## src/rtl/freq_meter.sv

```systemverilog
// freq_meter: counts synchronized rising edges of sig_in over a gate window
// of clk_in cycles and reports the result in Hz with a one-cycle valid strobe.
module freq_meter #(
  parameter int f_in     = 100_000_000,
  parameter int gate_hz  = 10,
  parameter int out_bits = 32
) (
  input  logic                clk_in,
  input  logic                reset,
  input  logic                enable,
  input  logic                sig_in,
  output logic [out_bits-1:0] freq_hz,
  output logic                valid,
  output logic                measuring
);

  localparam int gate_len = f_in / gate_hz;
  localparam int gw = (gate_len > 1) ? $clog2(gate_len) : 1;
  localparam int ew = $clog2(gate_len / 2 + 1);
  localparam int hw = $clog2(gate_hz + 1);
  localparam int pw = ew + hw;
  localparam int mw = (pw > out_bits) ? pw : out_bits;

  localparam logic [gw-1:0] gate_last = gw'(gate_len - 1);
  localparam logic [mw-1:0] out_max = mw'({out_bits{1'b1}});

  typedef enum logic [1:0] {
    IDLE,
    SETTLE,
    MEASURE
  } state_t;

  state_t        state;
  logic [1:0]    settle_cnt;
  logic [gw-1:0] gate_cnt;
  logic [ew-1:0] edge_cnt;
  logic          s1, s2, s3;
  logic          rise;
  logic [ew-1:0] total;
  logic [mw-1:0] prod;
  logic [out_bits-1:0] freq_next;

  assign rise  = s2 & ~s3;
  assign total = edge_cnt + ew'(rise);
  assign prod  = mw'(total) * mw'(gate_hz);

  // the closing-cycle edge belongs to the window being closed
  always_comb begin
    freq_next = prod[out_bits-1:0];
    if (prod > out_max) freq_next = '1;
  end

  always_ff @(posedge clk_in) begin
    if (reset) begin
      state      <= IDLE;
      settle_cnt <= '0;
      gate_cnt   <= '0;
      edge_cnt   <= '0;
      s1         <= 1'b0;
      s2         <= 1'b0;
      s3         <= 1'b0;
      freq_hz    <= '0;
      valid      <= 1'b0;
      measuring  <= 1'b0;
    end else begin
      s1    <= sig_in;
      s2    <= s1;
      s3    <= s2;
      valid <= 1'b0;
      if (!enable) begin
        state      <= IDLE;
        settle_cnt <= '0;
        gate_cnt   <= '0;
        edge_cnt   <= '0;
        measuring  <= 1'b0;
      end else begin
        unique case (state)
          IDLE: begin
            state      <= SETTLE;
            settle_cnt <= '0;
            gate_cnt   <= '0;
            edge_cnt   <= '0;
          end
          SETTLE: begin
            if (settle_cnt == 2'd2) begin
              state     <= MEASURE;
              measuring <= 1'b1;
              gate_cnt  <= '0;
              edge_cnt  <= '0;
            end else begin
              settle_cnt <= settle_cnt + 2'd1;
            end
          end
          MEASURE: begin
            if (gate_cnt == gate_last) begin
              gate_cnt <= '0;
              edge_cnt <= '0;
              freq_hz  <= freq_next;
              valid    <= 1'b1;
            end else begin
              gate_cnt <= gate_cnt + gw'(1);
              edge_cnt <= total;
            end
          end
          default: begin
            state     <= IDLE;
            measuring <= 1'b0;
          end
        endcase
      end
    end
  end

endmodule

```

## config.mk

```make
export PLATFORM = sky130hd
export DESIGN_NAME = freq_meter
export DESIGN_NICKNAME = d
export VERILOG_FILES = /design/src/rtl/freq_meter.sv
export SDC_FILE = /design/constraint.sdc
export NUM_CORES = 1
export LEC_CHECK = 0
export BUFFER_PORTS_ARGS = -buffer_cell sky130_fd_sc_hd__buf_4
export CAP_MARGIN = 30
export CORE_ASPECT_RATIO = 0.7
export CORE_MARGIN = 2
export CORE_UTILIZATION = 45
export DETAILED_ROUTE_END_ITERATION = 6
export MAX_ROUTING_LAYER = met4
export PLACE_DENSITY = 0.67
export SYNTH_ARGS = -nofsm -noshare
export SYNTH_HDL_FRONTEND = slang
export SYNTH_SLANG_ARGS = --single-unit
export TNS_END_PERCENT = 50
```

## constraint.sdc

```tcl
create_clock -name clk_in -period 3.4 [get_ports clk_in]
set_input_delay 0.68 -clock clk_in [delete_from_list [all_inputs] [get_ports clk_in]]
set_output_delay 0.68 -clock clk_in [all_outputs]
set_load 0.05 [all_outputs]
```

### Word level (Yosys, flattened, before mapping)

Index checks and enable logic that the tools add are counted.
W data, S select, Z words.

* flip-flop bits (word level): 88
* input port bits: 4
* output and inout bits: 34
* word-level logic and storage cells: 51

* add/sub/neg operators: 3
* $mul: 1
* magnitude comparators: 1
* equality and inequality tests: 6
* mux-type cells: 14
* bitwise operators: 5
* reductions and logical operators: 11

Operators by type and width (count)
* $pmux W24 S3: 1
* $pmux W23 S3: 1
* $mux W24: 2
* $mux W23: 2
* $gt A27 B32 Y1 const B: 1
* $mux W32: 1
* $mul A23 B3 Y26 const B: 1
* $add A24 B1 Y24 const B: 1
* $eq A24 B24 Y1 const B: 1
* $add A23 B1 Y23: 1
* $reduce_and A2 Y1: 4
* $pmux W2 S3: 1
* $eq A2 B2 Y1 const B: 2
* $mux W2: 2
* $ne A2 B2 Y1 const B: 2
* $not A1 Y1: 4
* $pmux W2 S2: 1
* $reduce_or A2 Y1: 2
* $reduce_and A3 Y1: 1
* $reduce_bool A3 Y1: 1
* $reduce_or A3 Y1: 1
* $add A2 B1 Y2 const B: 1
* $eq A2 B1 Y1 const B: 1
* $logic_not A2 Y1: 1
* 4 further kinds: 5

### Logic depth before layout (Yosys ltp)

Gate-level depths: netlist of the first run.

* word-level depth: 6
* mapped depth: 16
* depth with buffers taken out: 15

### Worst setup path before layout of the first run

No wires, ideal clock.

* kind: reg-to-reg
* from: register s2
* to: register freq_hz[23]
* setup time: 0.063 ns
* arrival: 3.558 ns
* data required time: 3.337 ns
* setup slack: -0.221 ns
* cell stages (with the launch flop): 16
* buffers on the path: 1
* period minus slack after synthesis: 3.621 ns
* path through: dfxtp_1 nor2b_1 ha_1 nand3_1 nor4_1 and3_1 xor2_1 ha_1 ha_1 clkbuf_1 a21o_1 a311oi_1 o21ai_0 and3b_1 or4_1 nand3_1

* longest elaborated chain between the ends: 5

Ends and longest elaborated chain
* start, declared: RTL line 37 `logic s1, s2, s3;`
* start signal, assigned: RTL line 60 `s2 <= 1'b0;`
* start signal, assigned: RTL line 67 `s2 <= s1;`
* $and A1 B1 Y1 (*): RTL line 43 `assign rise = s2 & ~s3;`
* $add A23 B1 Y23 (*): RTL line 44 `assign total = edge_cnt + ew'(rise);`
* $mul A23 B3 Y26 (*): RTL line 45 `assign prod = mw'(total) * mw'(gate_hz);`
* $gt A27 B32 Y1: RTL line 50 `if (prod > out_max) freq_next = '1;`
* $mux W32 (*): RTL line 50
* end signal, assigned: RTL line 98 `freq_hz <= freq_next;`
* end, declared: RTL line 12 `output logic [out_bits-1:0] freq_hz,`

Mark *: on every way between the ends. The rest lies on a longest branch, timed or not.
A chain may end at the register's enable or synchronous reset.

### Worst setup path in the final report of the first run

Same ends and word-level chain as after synthesis.

==> impl_metrics.ini, run 1 <==
[synth]
ys_seq_area_share_pct = 30.6
syn_area_per_cell_um2 = 7.80
netlist_area_um2 = 5360
ys.flop_type = dfxtp_1
synth-edff-count = 0
yosys_register_bits = 82
synth.distinct_cells = 59
synth_cells = 688
synthArstFlopShare_pct = 0
ys_warn_count = 0

[detailed_routing]
ant_nets = 0
vias = 5615
wl_um = 16000
vias_per_cell = 5.83
drt-pass1-iter-count = 5
wl_per_cell_um = 16.7
drt_iter0_drc = 428
drc = 0

[worst_setup_path]
regToRegStartpoint = s2
max_stage_delay_ns = 0.47
crit_fanout = 5
worstPathCellList = nor2b_4, buf_4, ha_4, nand3_4, nor4_4, and3_4, xor2_4, ha_4, ha_4, a21o_1, a311oi_2, o21ai_1, and3b_1, or4_1, nand3_1
r2r_setup_slack_ns = -0.03
worstSetupPathType = reg2reg
slowest_stage = or4_1
ff2ff_path_depth = 15
end_kind = register
arrival_ns = 3.73
cp.required_ns = 3.70
worstSetupStartpointType = register
cp_common_cell = ha_4
r2r-end = freq_hz[23]

[timing]
min_period_ns = 3.43
rsz0062_at_grt = true
worst_slew_margin_rel_pct = 40.7
finalMaxSlewViolations = 0
worstMarginPinSlew_ns = 0.889
worst_slack_ns = -0.0297
max_freq_mhz = 292
fin_crit_sh_pct = 101
final-setup-viol-count = 2
hold_viol_final = 0
finClkSkew_ns = 0.00893

[clock_network]
cts_inserted_buffers = 9
cts_root_buffer = clkbuf_16
clk_pin_slew_ns = 0.07
clock-sinks = 82
clockBufferDepth = 2
clk_latency_ns = 0.36
htreeDepth = 3
cts.hold.buffers_added = 0
cts_tree = yes

[floorplanning]
row_count = 33
die_w_um = 134
core_area_um2 = 11700
start_util_pct = 45.9
io_pins = 38
dieArea_um2 = 12800
fp.dieH_um = 95.3

[cells_and_area]
area_delta_synth_final_pct = 38.1
diodes = 0
num-nets-final = 851
drive_gt1_share_pct = 29.7
final_cell_area_um2 = 7410

[placement]
dpl_cell_area_um2 = 6330
dpl.hpwl_um = 10800
placement.io_buffers = 31
gp_congestion = 0.925

[global_routing]
grt_antenna_before_repair = 0
grt_pass1_wl_um = 24100
grt_max_degree = 48
track_usage_pct = 24.3
grt_pass1_vias = 5019
overflow = 0

[min_path]
hold_class = reg2reg
hold_end = s2
hold_path.startpoint = s1
holdPathStages = 1

[power]
p_sw_uw = 506
total_power_uw = 2070
seqPwrFrac_pct = 46.6
p_per_area_nw_per_um2 = 279
peakVddDrop_mv = 0.242
p_sw_share_pct = 24.5
leakage_uw = 0.00304
p_int_uw = 1560
p_clk_share_pct = 50.1
p_comb_share_pct = 3.2

[outcome]
status = complete, but fails checks
violations = negative setup slack

[job]
drv_cap = 0
-- placed cells by master (no fill, tap or decap), types with 13 or more instances in the layout --
master,count
a21o_1,17
a21oi_1,63
buf_4,138
dfxtp_1,81
ha_1,27
ha_4,17
nand2_1,74
nand3_1,29
nand4_1,15
nor2_1,56
nor3_1,17
o21ai_0,32
xnor2_1,13
-- power groups by stage --
stage	sequential [uW]	combinational [uW]	clock, uW
floorplan	985	53.5	0
global placement	986	62.4	0
detailed placement	987	63.5	0
CTS	964	64.0	1050
global route	964	71.0	1100
finish	965	66.7	1040
-- state kept, by name, summed over array words and instances (netlist names) --
signal      flops
s1              1
gate_cnt       24
state           2
valid           1
edge_cnt       23
s2              1
measuring       1
settle_cnt      2
freq_hz        26
s3              1
-- synthesized netlist by cell type (6+ instances only) --
master / n / area share [%]
inv_1: 12 / 0.84
buf_2: 8 / 0.75
nor3_1: 20 / 1.9
nor2b_1: 7 / 0.82
buf_4: 6 / 0.84
a21oi_1: 68 / 6.3
a21o_1: 17 / 2.4
nand4_1: 15 / 1.7
dfxtp_1: 82 / 31
clkbuf_1: 25 / 1.7
and3_1: 10 / 1.2
a311oi_1: 7 / 1.1
a31oi_1: 9 / 1.0
nor2_1: 61 / 4.3
nand3_1: 36 / 3.4
a22oi_1: 12 / 1.7
xor2_1: 13 / 2.1
or3_1: 6 / 0.70
nand2_1: 76 / 5.3
ha_1: 45 / 10
o211ai_1: 6 / 0.84
nor4_1: 10 / 1.2
o21ai_0: 37 / 3.5
xnor2_1: 22 / 3.6
nand2b_1: 6 / 0.70
-- through the flow --
step	utilization [%]	TNS, ns	hold slack (ns)	std cells	setup slack, ns
finish	63.4	-0.0576	0.442	963	-0.0297
detailed placement	54.2	-1.32	0.430	923	-0.224
global route	63.4	-1.29	0.456	963	-0.165
CTS	59.1	0	0.451	951	0.00106
global placement	54.2	-0.821	0.420	923	-0.197
floorplan	-	0	0.414	693	0.0144
-- worst max-delay path by stage --
stage	startpoint	end	slack, ns
floorplan	s2	freq_hz[23]	0.01
global placement	s2	freq_hz[23]	-0.20
detailed placement	s2	freq_hz[25]	-0.22
CTS	s2	freq_hz[23]	0.001
global route	s2	freq_hz[25]	-0.16
finish	s2	freq_hz[23]	-0.03
-- what timing repair did --
action                                  in CTS  in global routing
resized for setup                           29                 63
setup buffers                               12                 12
endpoints found under the setup margin      14                 18
pin swaps                                    5                 31
endpoints found under the hold margin        0                  0
-- worst max-delay path: cells and delay by family, from the launching register on --
kind	cells	cell delay (ns)
adders and majority gates	3	0.67
AOI/OAI and AO/OA	3	0.41
buffers and inverters	1	0.13
xor gates and xnor gates	1	0.19
and+or+nand+nor	7	1.63
DFF	1	0.32
-- cells by family after synthesis --
family | Yosys count | synth area share (%)
buffers and inverters | 54 | 4.53
flip-flops | 82 | 30.6
AO/OA/AOI/OAI | 184 | 21.0
XOR/XNOR | 35 | 5.71
adder cells (fa/ha/maj) | 46 | 10.9
AND/OR/NAND/NOR | 285 | 27.1
other | 1 | 0.0699
multiplexers | 1 | 0.187
-- layout make-up --
type / count / area, um2
repair buffers: 139 / 1060
inverters: 12 / 45.0
clock inverters: 7 / 86.3
well taps: 157 / 196
multi-input cells: 557 / 4160
clock buffers: 9 / 225
flip-flops and latches: 82 / 1640
fillers: 975 / 4280
-- metal layers --
layer	wire length [um]	vias to the layer above	GRT usage [%]
met1	7450	2712	32.3
met2	7490	144	37.1
met3	691	31	4.36
li1	-	2728	-
met4	414	0	9.04
met5	0	-	-
(Power assumes the default switching activity.)
==> run 2: changes to the inputs <==
--- a/config.mk
+++ b/config.mk
@@ -7,12 +7,11 @@
 export LEC_CHECK = 0
 export BUFFER_PORTS_ARGS = -buffer_cell sky130_fd_sc_hd__buf_4
 export CAP_MARGIN = 30
-export CORE_ASPECT_RATIO = 0.7
 export CORE_MARGIN = 2
 export CORE_UTILIZATION = 45
 export DETAILED_ROUTE_END_ITERATION = 6
 export MAX_ROUTING_LAYER = met4
-export PLACE_DENSITY = 0.67
+export PLACE_DENSITY = 0.64
 export SYNTH_ARGS = -nofsm -noshare
 export SYNTH_HDL_FRONTEND = slang
 export SYNTH_SLANG_ARGS = --single-unit
==> constraint.sdc (replaced) <==
create_clock -name clk_in -period 3.3 [get_ports clk_in]
set_input_delay 0.66 -clock clk_in [delete_from_list [all_inputs] [get_ports clk_in]]
set_output_delay 0.66 -clock clk_in [all_outputs]
set_load 0.05 [all_outputs]
==> run 2 against run 1 <==
  * The flow finishes with violations (design-rule violations, negative setup slack)
  * Combinational power rose by 2%
  * Worst hold slack got worse by 0.0037 ns
  * Sequential share of layout area rose by 0.15 points
  * Via count fell by 2.7%
  * Largest power group unchanged
  * Critical endpoint unchanged
  * Setup slack improved by 0.029 ns
  * Fmax rose by 3.9%
==> impl_metrics.ini, run 2 (same netlist as run 1, synthesis figures left out) <==
[outcome]
status = complete, but fails checks
violations = design-rule violations, negative setup slack

[global_routing]
grt_pass1_vias = 5018
grt_max_degree = 48
track_usage_pct = 23.8
grt_antenna_before_repair = 0
overflow = 0
grt_pass1_wl_um = 23900

[timing]
finClkSkew_ns = 0.00853
rsz0062_at_grt = true
worstMarginPinSlew_ns = 1.00
worst_slew_margin_rel_pct = 33.1
max_freq_mhz = 303
hold_viol_final = 0
worst_slack_ns = -0.000195
finalMaxSlewViolations = 0
fin_crit_sh_pct = 100
min_period_ns = 3.30
final-setup-viol-count = 1

[detailed_routing]
drc = 4
drt_iter0_drc = 350
vias_per_cell = 5.75
ant_nets = 0
drt-pass1-iter-count = 7
vias = 5466
wl_per_cell_um = 15.5
wl_um = 14800

[placement]
dpl.hpwl_um = 10400
gp_congestion = 0.902
dpl_cell_area_um2 = 6400
placement.io_buffers = 31

[cells_and_area]
final_common_cell = buf_4
reg_top3 = freq_hz x26, gate_cnt x24, edge_cnt x23
drive_gt1_share_pct = 30.9
final_util_pct = 63.9
layout_common_cells = buf_4 (135), dfxtp_1 (80), nand2_1 (73)
num-nets-final = 853
diodes = 0
largest_reg_flops = 26
area_delta_synth_final_pct = 37.3
fillers = 976
regMostFlops = freq_hz
final_cell_area_um2 = 7360

[worst_setup_path]
cp.required_ns = 3.60
ff2ff_path_depth = 15
end_kind = register
worstSetupStartpointType = register
slowest_stage = or4_1
worstPathCellList = nor2b_4, ha_4, ha_4, nand2_4, nor3_4, and3_4, xor2_2, ha_1, ha_4, and4_1, and3_4, o21ai_4, and3b_1, or4_1, nand3_1
crit_end = freq_hz[23]
r2r-end = freq_hz[23]
cp.depth = 15
worstSetupPathType = reg2reg
cp_num_buf_inv = 0
max_stage_delay_ns = 0.46
cp_common_cell = ha_4
worstSetupStartpoint = s2
crit_fanout = 5
arrival_ns = 3.60
r2r_setup_slack_ns = -0.0002
cp_top_family = simple AND/OR/NAND/NOR gates
regToRegStartpoint = s2

[min_path]
hold_class = reg2reg

[clock_network]
cts.hold.buffers_added = 0
cts_root_buffer = clkbuf_16
clk_pin_slew_ns = 0.06
clock-sinks = 82
cts_inserted_buffers = 9
htreeDepth = 3
clockBufferDepth = 2
clk_latency_ns = 0.36
cts_tree = yes

[floorplanning]
fp.dieH_um = 113
die_w_um = 113
row_count = 39
io_pins = 38
core_area_um2 = 11500
start_util_pct = 46.6
dieArea_um2 = 12800

[job]
drv_cap = 0

[power]
leakage_uw = 0.00306
p_per_area_nw_per_um2 = 292
peakVddDrop_mv = 0.319
-- run 2: cell type report --
type                            count  area (um2)  area share, %
Tap cell                          143         179           2.43
Multi-Input combinational cell    557        4090           55.6
Timing Repair Buffer              141        1080           14.7
Inverter                           12        45.0          0.612
Sequential cell                    82        1640           22.3
Clock inverter                      4        56.3          0.765
Clock buffer                       12         267           3.62
-- run 2: worst register-to-register path: cells and delay by family, from the launching register on --
kind / cells / cell delay (ns)
flip-flops: 1 / 0.32
adder cells (fa/ha/maj): 4 / 0.88
XOR/XNOR: 1 / 0.16
AND/OR/NAND/NOR: 9 / 1.81
AO/OA/AOI/OAI: 1 / 0.07
-- run 2: layer usage --
layer | vias to the layer above | GRT usage (%) | wire [um]
met3 | 28 | 3.86 | 718
met1 | 2542 | 30.0 | 6620
met4 | 0 | 9.43 | 382
li1 | 2734 | - | -
met2 | 162 | 38.2 | 7070
met5 | - | - | 0
-- run 2: how the worst min path moves through the flow --
stage          startpoint  end  depth (start not counted)
6_report               s1   s2                          1
5_1_grt                s1   s2                          1
4_1_cts                s1   s2                          1
3_5_place_dp           s1   s2                          1
3_3_place_gp           s1   s2                          1
2_1_floorplan          s1   s2                          1
-- run 2: stage by stage --
stage,std cells,TNS [ns],power [uW],hold slack (ns),setup slack (ns)
2_1_floorplan,693,0,1070,0.414,0.00711
3_3_place_gp,917,-1.01,1080,0.418,-0.213
3_5_place_dp,917,-1.39,1080,0.428,-0.246
4_1_cts,947,-0.0241,2170,0.441,-0.0241
5_1_grt,951,-0.715,2210,0.448,-0.159
6_report,951,-0.000195,2150,0.438,-0.000195
-- run 2: timing repair --
item	4_1_cts	5_1_grt
pin swaps	16	29
buffers inserted	14	7
endpoints found under the setup margin	9	15
gates resized for setup	49	50
-- run 2: power by group --
group | switching, uW | total [uW] | leakage, uW | internal (uW)
Sequential | 2.53 | 995 | 0.000662 | 992
Clock | 431 | 1080 | 0.000159 | 653
Combinational | 53.1 | 68.0 | 0.00224 | 14.9
==> run 3: changes to the inputs <==
--- a/config.mk
+++ b/config.mk
@@ -11,7 +11,7 @@
 export CORE_UTILIZATION = 45
 export DETAILED_ROUTE_END_ITERATION = 6
 export MAX_ROUTING_LAYER = met4
-export PLACE_DENSITY = 0.64
+export PLACE_DENSITY = 0.6
 export SYNTH_ARGS = -nofsm -noshare
 export SYNTH_HDL_FRONTEND = slang
 export SYNTH_SLANG_ARGS = --single-unit
==> constraint.sdc (replaced) <==
create_clock -name clk_in -period 3.2 [get_ports clk_in]
set_input_delay 0.64 -clock clk_in [delete_from_list [all_inputs] [get_ports clk_in]]
set_output_delay 0.64 -clock clk_in [all_outputs]
set_load 0.05 [all_outputs]
==> run 3 against run 2 <==
  * The flow still finishes with violations (design-rule violations, negative setup slack)
  * Setup slack lost 0.21 ns
  * Clock power fell by 9%
  * Worst hold slack gained 0.010 ns
  * Clock skew is 0.0042 ns higher
  * Global-route usage grew 1.5 points
  * Fmax down 3.3%
  * Sequential cell count is the same
  * Critical endpoint is now freq_hz[25]
==> impl_metrics.ini, run 3 (same netlist as run 1, synthesis figures left out) <==
[worst_setup_path]
r2r-end = freq_hz[25]
worstSetupPathType = reg2reg
r2r_setup_slack_ns = -0.21
worstSetupStartpoint = s2
crit_end = freq_hz[25]
ff2ff_path_depth = 15
arrival_ns = 3.64
worstSetupStartpointType = register
crit_fanout = 5
regToRegStartpoint = s2
end_kind = register
cp.required_ns = 3.43

[detailed_routing]
m1WireLength_um = 7020
drt-pass1-iter-count = 7
wl_met3_um = 675
wl_per_cell_um = 16.7
ant_nets = 0
vias = 5744
wl_met2_um = 8280
highest_layer = met4
vias_per_cell = 5.83
drt_iter0_drc = 422
drc = 3
wl_um = 16400

[timing]
final-setup-viol-count = 9
finClkSkew_ns = 0.0127
min_period_ns = 3.41
worst_slew_margin_rel_pct = 30.2
fin_crit_sh_pct = 107
worst_slack_ns = -0.213
tns_ns = -0.762
hold_viol_final = 0
finalMaxSlewViolations = 0
worstMarginPinSlew_ns = 1.04
rsz0062_at_grt = true
max_freq_mhz = 293

[power]
p_sw_uw = 493
p_clk_share_pct = 47.3
p_comb_share_pct = 3.6
p_sw_share_pct = 23.6
total_power_uw = 2090
p_per_area_nw_per_um2 = 265
seqPwrFrac_pct = 49.2
p_int_uw = 1590
peakVddDrop_mv = 0.260
leakage_uw = 0.00321

[clock_network]
cts_root_buffer = clkbuf_16
cts_tree = yes
cts_inserted_buffers = 9
clk_pin_slew_ns = 0.06
clockBufferDepth = 2
htreeDepth = 3
cts.hold.buffers_added = 0
clock-sinks = 82
clk_latency_ns = 0.36

[cells_and_area]
multi_input_area_um2 = 4300
num-nets-final = 888
fillers = 917
area_delta_synth_final_pct = 46.5
diodes = 0
seqCellArea_um2 = 1640
fin_cells = 986
layout_common_cells = buf_4 (154), dfxtp_1 (80), nand2_1 (73)
regMostFlops = freq_hz
largest_reg_flops = 26
final_common_cell = buf_4
reg_top3 = freq_hz x26, gate_cnt x24, edge_cnt x23
drive_gt1_share_pct = 35.5

[floorplanning]
start_util_pct = 46.6
io_pins = 38
die_w_um = 113
row_count = 39
core_area_um2 = 11500
dieArea_um2 = 12800
fp.dieH_um = 113

[outcome]
violations = design-rule violations, negative setup slack
status = complete, but fails checks

[placement]
placement.io_buffers = 31
dp.cells = 930
dpl.hpwl_um = 10900
gp_congestion = 0.957

[global_routing]
grt_pass1_wl_um = 25800
overflow = 0
grt_pass1_vias = 5487
track_usage_pct = 25.3
grt_antenna_before_repair = 0
grt_max_degree = 48

[job]
drv_cap = 0

[min_path]
hold_class = reg2reg
run 3: cell types whose count changed in the layout (fill, tap and decap cells not counted), moves of 3 or more:
cell,previous run,this run
buf_4,135,154
buf_6,6,21
ha_1,29,22
ha_4,13,19
clkbuf_1,0,3
nand3_1,30,27
o21ai_0,30,27
xor2_1,9,6
run 3: critical path, stage by stage (launching register included):
cell      delay [ns]
dfxtp_2         0.32
nor2b_4         0.20
ha_4            0.17
ha_4            0.14
nand2_4         0.08
nor3_4          0.13
and3_4          0.24
xor2_4          0.21
ha_4            0.24
ha_4            0.28
and4_4          0.21
and3_4          0.20
o211ai_1        0.17
a311oi_2        0.36
o211ai_1        0.13
nor3b_2         0.19
run 3: final cells by class:
type,instances,area share (%)
Tap cell,143,2.28
Timing Repair Buffer,176,18.0
Clock inverter,3,0.303
Sequential cell,82,20.9
Clock buffer,13,3.18
Inverter,12,0.573
Multi-Input combinational cell,557,54.8
run 3: what timing repair did:
item                                    CTS  global route
buffers inserted                         30            11
endpoints found under the setup margin   15            20
resized for setup                        70            67
pin swaps                                26            49
run 3: power groups by stage:
stage               Combinational [uW]  Sequential [uW]  Clock (uW)
floorplan                         57.1             1050           0
global placement                  70.1             1050           0
detailed placement                71.2             1050           0
CTS                               72.6             1030        1000
global route                      80.5             1030        1040
finish                            74.3             1030         986
run 3: metal layers:
layer  vias up  track usage (%)
met5         -                -
met4         0             10.5
met3        39             3.59
met2       138             41.6
met1      2764             31.3
li1       2803                -
run 3: worst min path at each step:
stage | startpoint | endpoint | slack, ns | cells past startpoint
floorplan | s1 | s2 | 0.41 | 1
global placement | freq_hz[21] | freq_hz[21] | 0.44 | 2
detailed placement | s1 | s2 | 0.43 | 1
CTS | s1 | s2 | 0.45 | 1
global route | s1 | s2 | 0.47 | 1
finish | s1 | s2 | 0.45 | 1
run 3: per-stage QoR:
step           hold WS [ns]  setup slack, ns  area (um2)  utilization [%]
3_3_place_gp          0.438           -0.200        6520             56.6
6_report              0.448           -0.213        7860             68.2
2_1_floorplan         0.414          -0.0852        5520                -
3_5_place_dp          0.433           -0.280        6520             56.6
4_1_cts               0.448           -0.160        7380             64.1
5_1_grt               0.469           -0.303        7860             68.2
